**src/rtl/pkt_rd_sink.sv**
```systemverilog
// Byte-stream packet sink: frames packets by sop/eop, accumulates length and checksum,
// flags framing errors and reports one status record per packet.
module pkt_rd_sink #(
  parameter int unsigned DATA_W  = 8,
  parameter int unsigned MAX_LEN = 1024,
  parameter int unsigned LEN_W   = 11
) (
  input  logic              clock,
  input  logic              reset,
  input  logic              io_in_valid,
  input  logic [DATA_W-1:0] io_in_data,
  input  logic              io_in_sop,
  input  logic              io_in_eop,
  output logic              io_in_ready,
  input  logic              io_stall,
  output logic              io_stat_valid,
  input  logic              io_stat_ready,
  output logic [LEN_W-1:0]  io_stat_len,
  output logic [15:0]       io_stat_sum,
  output logic [2:0]        io_stat_err,
  output logic [15:0]       io_pkt_cnt,
  output logic [15:0]       io_err_cnt
);

  typedef enum logic [1:0] {StIdle, StBody, StReport} state_e;

  localparam logic [LEN_W-1:0] MaxLen = LEN_W'(MAX_LEN);
  localparam logic [LEN_W-1:0] OneLen = LEN_W'(1);

  state_e           state_q, state_d;
  logic [LEN_W-1:0] len_q, len_d;
  logic [15:0]      sum_q, sum_d;
  logic [2:0]       err_q, err_d;
  logic             orphan_q, orphan_d;
  logic [15:0]      pkt_cnt_q, pkt_cnt_d;
  logic [15:0]      err_cnt_q, err_cnt_d;
  logic             beat;
  logic [15:0]      data_ext;

  // Ready depends only on state and stall so upstream can never form a comb loop through valid.
  assign io_in_ready = !io_stall && (state_q != StReport);
  assign beat        = io_in_valid && io_in_ready;
  assign data_ext    = 16'(io_in_data);

  always_comb begin
    state_d   = state_q;
    len_d     = len_q;
    sum_d     = sum_q;
    err_d     = err_q;
    orphan_d  = orphan_q;
    pkt_cnt_d = pkt_cnt_q;
    err_cnt_d = err_cnt_q;
    unique case (state_q)
      StIdle: begin
        if (beat) begin
          if (io_in_sop) begin
            len_d    = OneLen;
            sum_d    = data_ext;
            err_d    = {2'b00, orphan_q};
            orphan_d = 1'b0;
            state_d  = io_in_eop ? StReport : StBody;
          end else begin
            orphan_d  = 1'b1;
            err_cnt_d = err_cnt_q + 16'd1;
          end
        end
      end
      StBody: begin
        if (beat) begin
          if (io_in_sop) begin
            // Restart keeps the orphan history but forgets any overlength from the lost body.
            len_d = OneLen;
            sum_d = data_ext;
            err_d = {1'b0, 1'b1, err_q[0]};
          end else begin
            sum_d = sum_q + data_ext;
            if (len_q < MaxLen) begin
              len_d = len_q + OneLen;
            end else begin
              err_d[2] = 1'b1;
            end
          end
          if (io_in_eop) begin
            state_d = StReport;
          end
        end
      end
      StReport: begin
        if (io_stat_ready) begin
          pkt_cnt_d = pkt_cnt_q + 16'd1;
          if (err_q != 3'b000) begin
            err_cnt_d = err_cnt_q + 16'd1;
          end
          len_d   = '0;
          sum_d   = '0;
          err_d   = '0;
          state_d = StIdle;
        end
      end
      default: state_d = StIdle;
    endcase
  end

  always_ff @(posedge clock or negedge reset) begin
    if (!reset) begin
      state_q   <= StIdle;
      len_q     <= '0;
      sum_q     <= '0;
      err_q     <= '0;
      orphan_q  <= 1'b0;
      pkt_cnt_q <= '0;
      err_cnt_q <= '0;
    end else begin
      state_q   <= state_d;
      len_q     <= len_d;
      sum_q     <= sum_d;
      err_q     <= err_d;
      orphan_q  <= orphan_d;
      pkt_cnt_q <= pkt_cnt_d;
      err_cnt_q <= err_cnt_d;
    end
  end

  assign io_stat_valid = (state_q == StReport);
  assign io_stat_len   = len_q;
  assign io_stat_sum   = sum_q;
  assign io_stat_err   = err_q;
  assign io_pkt_cnt    = pkt_cnt_q;
  assign io_err_cnt    = err_cnt_q;

endmodule

```
**config.mk**
```make
export PLATFORM = sky130hd
export DESIGN_NAME = pkt_rd_sink
export DESIGN_NICKNAME = d
export VERILOG_FILES = /design/src/rtl/pkt_rd_sink.sv
export SDC_FILE = /design/constraint.sdc
export NUM_CORES = 1
export LEC_CHECK = 0
export ABC_AREA = 1
export CORE_ASPECT_RATIO = 0.75
export CORE_MARGIN = 1
export CORE_UTILIZATION = 35
export CTS_CLUSTER_DIAMETER = 40
export DETAILED_ROUTE_END_ITERATION = 6
export PLACE_DENSITY = 0.68
export SYNTH_ARGS = -nofsm -noshare
export SYNTH_HDL_FRONTEND = slang
export SYNTH_SLANG_ARGS = --single-unit
```
**constraint.sdc**
```tcl
create_clock -name clock -period 2.78 [get_ports clock]
set_clock_uncertainty 0.1 [all_clocks]
set_input_delay 0.834 -clock clock [delete_from_list [all_inputs] [get_ports clock]]
set_output_delay 0.834 -clock clock [all_outputs]
set_load 0.005 [all_outputs]
```
==> reports/metrics.yaml <==
synth_compound_area_share_pct: 8.368
clk_pin_slew_ps: 50
seq_area_frac_synth_pct: 41.52
drtAntennaViolNets: 0
worstSetupPathType: "flop to primary output"
synth_area_leaders: "dfrtp_1, nand2_1, inv_1"
outcome: "finished, final reports clean"
min_path_type: "input port to asynchronous set/reset pin"
h-tree-depth: 3
start_util_pct: 35.94
rrSetupSlack_ps: 630
nFillCells: 1078
grt_max_degree: 49
synth_fp_nets: 546
rsz0062_at_grt: "no"
diodes: 0
synth_area_um2: 3918
worst_slack_ps: 176.5
crit_path_start_kind: "flop"
drtPass1Iterations: 5
fin_total_pwr_mw: 4.516
cts_buffers: 9
clkLatencyLatePin_ps: 330
layout_min_cycle_time_ps: 2603
synth_area_leader_cell: "dfrtp_1"
drc: 0
ys.flop_type: "dfrtp_1"
finalHoldViolCount: 0
fin_hold_ws_ps: 360.7
synth.top_cell.area_share_pct: 41.52
synthArstFlopShare_pct: 100.0
grt_pass1_vias: 3418
synth_seq_cells: 65
critPathRequiredTime_ps: 1850
postCtsSetupBuffers: 0
p_leak_nw: 2.408
yosysMostFrequentCell: "nand2_1"
yosys.cell_types.count: 38
max_freq_ghz: 0.3841
grt_use_total_pct: 18.17
core_um2: 10900
numClockSinks: 65
cts_tree: "done"
synth_cells: 515
dpl_worst_slack_ps: -62.36
detail_route.wl_per_cell_um: 12.80
r2r_end: "io_err_cnt[15]"
syn_to_final_growth_pct: 32.19
vias: 3605
irDropWorstVdd_uv: 407.5
synth_simple_gate_area_share_pct: 31.75
drive_gt1_share_pct: 8.007
cp-end-kind: "primary output"
wl_um: 9625
die_y_um: 93.62
reg2reg_depth: 10
muxShareOfSynthArea_pct: 0
hpwl_um: 7317
grt_pass1_wl_um: 16330
layout.nets: 641
synth_top_family_by_area: "simple AND/OR/NAND/NOR gates"
relSlewSlack_pct: 66.37
portBuffers: 78
critPathArrivalTime_ps: 1670
report.final.slew_viol_count: 0
ctsHoldBuffers: 0
drt-initial-drc-count: 236
placementRows: 33
worstReg2RegStart: "state_q[0]"
antenna_found_initial: 0
cts-root-buf: "clkbuf_16"
synth-edff-count: 0
post-route-util_pct: 47.51
overflow: 0
yosys-top-cells-count: "nand2_1, dfrtp_1, inv_1"
worstPathMaxFanout: 7
syn_avg_cell_area_um2: 7.607
setup_viol_count_final: 0
die_x_um: 124.2
yosysWarnings: 0
power_density_nw_per_um2: 872.0
cts_buffer_depth: 2
synthAdderAreaFrac_pct: 5.302
fin_crit_sh_pct: 93.65
vias_per_cell: 4.794
place_congestion: 0.8892
ioPinCount: 79
worst_pin_slew_ps: 500.5
die-area_um2: 11620
yosys.area_share.xor_xnor_pct: 6.036
tns_ps: 0
cap_violations: 0
## per-layer routing
metal	routed length, µm	share of wire [%]	up-vias	GRT usage (%)
li1	-	-	1833	-
met1	4816	50	1670	25.57
met2	4206	44	96	27.03
met3	505	5.2	6	4.634
met4	97	1.0	0	5.655
met5	0	0	-	0
## how the worst max path moves through the flow
| stage | from | endpoint | slack, ps | cells after the start |
|---|---|---|---|---|
| 2_1_floorplan | io_in_data[0] | io_stat_sum[12] | 520 | 9 |
| 3_3_place_gp | io_stall | io_in_ready | 5 | 3 |
| 3_5_place_dp | io_in_data[0] | io_stat_sum[12] | -60 | 10 |
| 4_1_cts | state_q[0] | io_stat_valid | 50 | 3 |
| 5_1_grt | state_q[0] | io_stat_valid | 110 | 3 |
| 6_report | state_q[0] | io_stat_valid | 180 | 3 |
## what timing repair did
| item | CTS | global route |
|---|---|---|
| gates resized for setup | 1 | 1 |
| endpoints found under the setup margin | 1 | 1 |
| pin swaps | 0 | 0 |
| hold endpoints to repair | 0 | 0 |
## stage by stage
| stage | cell area, µm² | std cells |
|---|---|---|
| after global placement | 4926 | 739 |
| after CTS | 5176 | 752 |
| after floorplan | 3918 | 515 |
| final | 5179 | 752 |
| after detailed placement | 4926 | 739 |
| after global routing | 5179 | 752 |
## power by group
| group | total [mW] | leakage, nW | switching [mW] | internal [mW] |
|---|---|---|---|---|
| combinational | 2.09 | 1.42 | 1.18 | 0.914 |
| sequential | 1.43 | 0.863 | 0.257 | 1.17 |
| clock | 0.996 | 0.124 | 0.385 | 0.611 |
## worst max-delay path: stages, from the launching register on
cell and delay, ps:
dfrtp_1 410, inv_1 110, ha_2 290, clkdlybuf4s50_1 530
## cell usage in the layout (no fill, tap or decap), types with 3 or more instances in the layout
master / count
nand3b_1: 4
o21ai_0: 19
inv_1: 59
nand4_1: 7
ha_1: 14
o31ai_1: 4
nor3_1: 6
clkdlybuf4s50_1: 76
nand2_1: 152
or2_2: 4
xnor2_1: 11
dfrtp_1: 65
nor2_1: 56
xor2_1: 16
clkbuf_16: 9
nor2_2: 4
a21oi_1: 18
nor2_4: 3
buf_4: 10
nand3_1: 37
nand2_2: 6
## cell families after synthesis
kind of cell / Yosys count
AO/OA/AOI/OAI: 55
XOR/XNOR: 27
adder cells (fa/ha/maj): 16
buffers and inverters: 67
flip-flops: 65
AND/OR/NAND/NOR: 285
## state kept, by name, summed over array words and instances (netlist names)
name,cells
io_err_cnt,16
io_stat_sum,16
io_pkt_cnt,16
state_q,2
io_stat_len,11
orphan_q,1
io_stat_err,3
## final cells by class
| type | instances | area [µm²] | share of cell area [%] |
|---|---|---|---|
| well taps | 140 | 175.2 | 3.382 |
| repair buffers | 89 | 869.6 | 16.79 |
| clock buffers | 12 | 246.5 | 4.760 |
| flip-flops and latches | 65 | 1627 | 31.41 |
| clock inverters | 1 | 5.005 | 0.09664 |
| inverters | 62 | 237.7 | 4.590 |
| multi-input cells | 383 | 2018 | 38.97 |
Power figures use the tool's default switching activity.
